<file path="config.mk">
export PLATFORM = sky130hd
export DESIGN_NAME = serv_membuf
export DESIGN_NICKNAME = d
export VERILOG_FILES = /design/src/rtl/serv_membuf.sv
export SDC_FILE = /design/constraint.sdc
export NUM_CORES = 1
export LEC_CHECK = 0
export BUFFER_PORTS_ARGS = -buffer_cell sky130_fd_sc_hd__buf_4
export CAP_MARGIN = 20
export CORE_MARGIN = 4
export CORE_UTILIZATION = 53
export CTS_CLUSTER_DIAMETER = 40
export DETAILED_ROUTE_END_ITERATION = 10
export HOLD_SLACK_MARGIN = 0.06
export PLACE_DENSITY = 0.8
export SKIP_LAST_GASP = 1
export SYNTH_ARGS = -nofsm -noshare
export SYNTH_HDL_FRONTEND = slang
export SYNTH_SLANG_ARGS = --single-unit
export TNS_END_PERCENT = 100
</file>
<file path="constraint.sdc">
create_clock -name i_clk -period 2.75 [get_ports i_clk]
set_input_delay 0.55 -clock i_clk [delete_from_list [all_inputs] [get_ports i_clk]]
set_output_delay 0.55 -clock i_clk [all_outputs]
set_load 0.02 [all_outputs]
</file>
<file path="src/rtl/serv_membuf.sv">
// Second buffer register: holds shift amount, store data and load data for one
// instruction, W bits per cycle, with lane replication, load alignment and shift counting.
module serv_membuf #(
    parameter int W  = 1,
    parameter int LB = (W == 1) ? 1 : $clog2(W)
) (
    input  logic          i_clk,
    input  logic          i_rst_n,
    input  logic          i_en,
    input  logic          i_init,
    input  logic          i_cnt_done,
    input  logic          i_op_b_sel,
    input  logic [W-1:0]  i_rs2,
    input  logic [W-1:0]  i_imm,
    output logic [W-1:0]  o_op_b,
    input  logic          i_shift_op,
    input  logic          i_right_shift,
    input  logic          i_mem_op,
    input  logic [1:0]    i_size,
    input  logic          i_signed,
    input  logic [1:0]    i_lsb,
    input  logic          i_load,
    input  logic [31:0]   i_dat,
    output logic [31:0]   o_dat,
    output logic [3:0]    o_sel,
    output logic [W-1:0]  o_q,
    output logic [LB-1:0] o_shift_rem,
    output logic          o_sh_done,
    output logic          o_sh_done_r
);

    logic [31:0]   r_dat;
    logic [5:0]    r_bitcnt;
    logic          r_sgn;
    logic          r_first;

    logic [W-1:0]  w_op_b;
    logic [31:0]   w_dat_init;
    logic [31:0]   w_dat_load;
    logic          w_sgn_load;
    logic          w_cnt_mode;
    logic          w_hold;
    logic [5:0]    w_cnt_next;
    logic          w_emit;
    logic [6:0]    w_bitcnt_sum;
    logic [5:0]    w_bitcnt_next;
    logic [6:0]    w_size_bits;
    logic [LB-1:0] w_shift_rem;

    assign w_op_b = i_op_b_sel ? i_rs2 : i_imm;
    assign o_op_b = w_op_b;

    // At W=1 every amount is divisible by W, so the remainder is always zero.
    generate
        if (W == 1) begin : g_rem_w1
            assign w_shift_rem = '0;
        end else begin : g_rem_wn
            assign w_shift_rem = r_dat[LB-1:0];
        end
    endgenerate
    assign o_shift_rem = w_shift_rem;

    always_comb begin
        w_dat_init = {w_op_b, r_dat[31:W]};
        // Only shamt[4:0] is a valid shift amount; bit 5 is the counter's wrap flag.
        if (i_shift_op && i_cnt_done) begin
            w_dat_init[5] = 1'b0;
        end
    end

    assign w_dat_load = i_dat >> {i_lsb, 3'b000};

    always_comb begin
        w_sgn_load = 1'b0;
        case (i_size)
            2'b00:   w_sgn_load = i_dat[{i_lsb, 3'b111}];
            2'b01:   w_sgn_load = i_dat[{i_lsb[1], 4'b1111}];
            default: w_sgn_load = 1'b0;
        endcase
    end

    // A right shift by a non-multiple of W spends one cycle moving the remainder.
    assign w_cnt_mode = i_shift_op & ~i_init;
    assign w_hold     = i_right_shift & r_first & (w_shift_rem != '0);
    assign w_cnt_next = w_hold ? r_dat[5:0] : (r_dat[5:0] - 6'(W));
    assign o_sh_done  = w_cnt_mode & w_cnt_next[5];
    assign o_sh_done_r = r_dat[5];

    assign w_emit        = i_en & ~i_init & i_mem_op & ~i_shift_op;
    assign w_bitcnt_sum  = {1'b0, r_bitcnt} + 7'(W);
    assign w_bitcnt_next = (w_bitcnt_sum > 7'd32) ? 6'd32 : w_bitcnt_sum[5:0];

    always_comb begin
        w_size_bits = 7'd32;
        case (i_size)
            2'b00:   w_size_bits = 7'd8;
            2'b01:   w_size_bits = 7'd16;
            default: w_size_bits = 7'd32;
        endcase
    end

    assign o_q = ({1'b0, r_bitcnt} < w_size_bits) ? r_dat[W-1:0] : {W{r_sgn & i_signed}};

    always_comb begin
        o_dat = r_dat;
        o_sel = 4'b1111;
        case (i_size)
            2'b00: begin
                o_dat = {4{r_dat[7:0]}};
                o_sel = 4'b0001 << i_lsb;
            end
            2'b01: begin
                o_dat = {2{r_dat[15:0]}};
                o_sel = i_lsb[1] ? 4'b1100 : 4'b0011;
            end
            default: begin
                o_dat = r_dat;
                o_sel = 4'b1111;
            end
        endcase
    end

    always_ff @(posedge i_clk or negedge i_rst_n) begin
        if (!i_rst_n) begin
            r_dat    <= '0;
            r_bitcnt <= '0;
            r_sgn    <= 1'b0;
            r_first  <= 1'b0;
        end else if (i_load) begin
            r_dat    <= w_dat_load;
            r_bitcnt <= '0;
            r_sgn    <= w_sgn_load;
        end else if (i_en && i_init) begin
            r_dat    <= w_dat_init;
            r_first  <= 1'b1;
        end else if (w_cnt_mode) begin
            r_dat[5:0] <= w_cnt_next;
            r_first    <= 1'b0;
        end else if (w_emit) begin
            r_dat    <= r_dat >> W;
            r_bitcnt <= w_bitcnt_next;
        end
    end

endmodule

</file>
==> results.sh <==
export IMPL_cp_required_ns=2.20
export IMPL_p_per_area_mw_per_mm2=529
export IMPL_core_mm2=0.00561
export IMPL_final_cell_mix="buf_4, dfrtp_1, nor2_1"
export IMPL_rsz0062_at_grt="false"
export IMPL_drv_slew=0
export IMPL_ys_warn_count=0
export IMPL_clk_pin_slew_ns=0.08
export IMPL_setup_viol=0
export IMPL_fin_ws_ns=0.314
export IMPL_leakagePower_nw=1.75
export IMPL_num_rows=27
export IMPL_startpoint_type="input pin"
export IMPL_die_area_mm2=0.00719
export IMPL_worstSetupPathType="in2out"
export IMPL_cts_hold_buffers=0
export IMPL_multi_input_area_mm2=0.00188
export IMPL_nNetsFinal=484
export IMPL_grt_antenna_before_repair=0
export IMPL_synth_cell_types=53
export IMPL_crit_family="compound AO/OA/AOI/OAI gates"
export IMPL_numPortBuffers=87
export IMPL_crit_path_start="i_size[1]"
export IMPL_die_height_um=84.8
export IMPL_yosysSeqAreaShare_pct=31.2
export IMPL_antenna_left=0
export IMPL_max_slew_margin_pct=65.2
export IMPL_gp_congestion=0.848
export IMPL_grt_pass1_vias=2925
export IMPL_fin_crit_sh_pct=88.6
export IMPL_yosysTopAreaCell="dfrtp_1"
export IMPL_hp_class="in2async"
export IMPL_crit_buf_inv=3
export IMPL_nFillCells=486
export IMPL_drc=0
export IMPL_die_x_um=84.8
export IMPL_vias_per_cell=6.15
export IMPL_io_pins=90
export IMPL_totalWireLength_mm=9.03
export IMPL_max_freq_mhz=411
export IMPL_reg2reg_depth=6
export IMPL_avgSynthCellArea_um2=8.42
export IMPL_drt_iter0_drc=246
export IMPL_initial_core_util_pct=55.7
export IMPL_hold_viol=0
export IMPL_slowest_delay_ns=0.27
export IMPL_cts_setup_buffers=0
export IMPL_tightest_slew_ns=0.520
export IMPL_cts_buffers=5
export IMPL_firstDrtPassIters=5
export IMPL_r2r_setup_slack_ns=1.00
export IMPL_ys_flop_type="dfrtp_1"
export IMPL_dp_hpwl_mm=6.71
export IMPL_seq_area_um2=976
export IMPL_ys_ff_latch=39
export IMPL_clkLatencyLatePin_ns=0.29
export IMPL_cp_max_fo=12
export IMPL_area_growth_synth_to_final_pct=22.4
export IMPL_cpMostUsedCell="buf_4"
export IMPL_root_buffer="clkbuf_8"
export IMPL_async_flop_share_pct=100
export IMPL_r2r_start="r_dat[0]"
export IMPL_tritoncts="done"
export IMPL_wl_per_cell_um=17.9
export IMPL_drive_above_1_share_pct=30.3
export IMPL_finalClockSkew_ns=0.00756
export IMPL_clkSinkCount=39
export IMPL_gr_total_overflow=0
export IMPL_status="finished, final reports clean"
export IMPL_p_total_mw=2.02
export IMPL_synth_area_mm2=0.00313
export IMPL_antenna_diode_count=0
export IMPL_critPathArrivalTime_ns=1.89
export IMPL_clock_path_buffers=2
export IMPL_critPathSlowestCell="ha_1"
export IMPL_crit_path_end_kind="output pin"
export IMPL_fin_crit_ns=2.44
export IMPL_grt_max_degree=43
export IMPL_grt_use_total_pct=25.2
export IMPL_ctsResizeCount=0
export IMPL_r2r_end="r_dat[4]"
export IMPL_h_tree_depth=2
export IMPL_synth_edf_count=0
export IMPL_synth_cells=371
export IMPL_timing_setup_tns_ns=0
export IMPL_grt_pass1_wl_mm=14.7
export IMPL_place_ws_ns=0.307
export IMPL_synth_top_area_share_pct=31.2
export IMPL_vias=3099
export IMPL_synthTopCellsByArea="dfrtp_1, mux2i_1, mux2_2, nor2_1, o21ai_0"
export IMPL_max_cap_viol_count=0
export IMPL_synth_nets=424
export IMPL_mostFrequentLayoutCell="buf_4"
export IMPL_vdd_drop_max_uv=374
export IMPL_path_cells="buf_4 -> inv_1 -> nand2_1 -> ha_1 -> o31a_1 -> o21a_1 -> o211ai_1 -> o31ai_1 -> buf_4"
-- layer usage --
metal	vias to the layer above	routed length, um	track usage [%]
met5	-	0	0
met4	0	93	6.04
met3	12	753	5.50
met2	144	4310	40.4
met1	1481	3870	34.8
li1	1462	-	-
-- state kept, by name, summed over array words and instances (netlist names) --
register	count
r_bitcnt	6
r_sgn	1
r_dat	32
-- where the power goes --
group | total [mW] | internal (mW) | switching (mW)
Clock | 0.571 | 0.363 | 0.209
Sequential | 0.738 | 0.644 | 0.0946
Combinational | 0.712 | 0.320 | 0.392
Total | 2.02 | 1.33 | 0.696
-- per-stage QoR --
stage | util [%] | hold slack (ns) | cell area (um^2) | std cells
2_1_floorplan | - | 0.254 | 3130 | 371
3_3_place_gp | 65.9 | 0.482 | 3690 | 496
3_5_place_dp | 65.9 | 0.481 | 3690 | 496
4_1_cts | 68.2 | 0.239 | 3830 | 504
5_1_grt | 68.2 | 0.255 | 3830 | 504
6_report | 68.2 | 0.227 | 3830 | 504
-- worst max-delay path by stage --
stage / to / depth (start not counted) / slack [ns]
6_report: o_q / 9 / 0.31
2_1_floorplan: o_q / 7 / 0.03
5_1_grt: o_q / 9 / 0.22
4_1_cts: o_q / 9 / 0.31
3_5_place_dp: o_q / 9 / 0.31
3_3_place_gp: o_q / 9 / 0.36
-- worst register-to-register path: stages (launching register included) --
cell	delay, ns
dfrtp_1	0.48
inv_1	0.20
ha_1	0.22
nor3b_1	0.23
xnor2_1	0.15
a211oi_1	0.10
a221o_1	0.26
-- synthesized netlist by cell type (2+ instances only) --
cell	instances
nand4_1	2
nor3_1	3
ha_1	4
o21ai_0	28
and4_1	2
clkbuf_1	9
a21oi_1	22
o21a_1	3
nand3_1	3
o22ai_1	7
nor4_1	3
o31ai_1	4
nand3b_1	7
buf_4	12
and3_1	2
buf_1	4
inv_1	13
o211ai_1	11
nor3b_1	2
dfrtp_1	39
a211o_1	4
nand2b_1	3
a221o_1	2
mux2_2	18
nand2_1	34
a31oi_1	4
nor2_1	38
a211oi_1	5
mux2i_1	25
xnor2_1	2
a221oi_2	7
o21ai_1	9
buf_2	14
nor2b_1	7
-- layout make-up --
| cell class | instances | share of cell area, % |
|---|---|---|
| Timing Repair Buffer | 93 | 18.2 |
| Clock buffer | 6 | 1.90 |
| Sequential cell | 39 | 25.5 |
| Inverter | 14 | 1.37 |
| Clock inverter | 2 | 1.57 |
| Multi-Input combinational cell | 278 | 49.1 |
| Tap cell | 72 | 2.35 |
-- cells by family (layout without fill, tap and decap cells) --
| kind of cell | Yosys count | in the layout | synth area share [%] |
|---|---|---|---|
| compound gates | 116 | 116 | 25.1 |
| simple gates | 111 | 111 | 17.5 |
| buf+inv | 54 | 115 | 8.73 |
| mux | 44 | 44 | 15.2 |
| flops | 39 | 39 | 31.2 |
| fa+ha+maj | 4 | 4 | 1.60 |
| xor+xnor | 2 | 2 | 0.561 |
| other cells | 1 | 1 | 0.120 |
No activity file was read; power rests on OpenSTA's default activity.
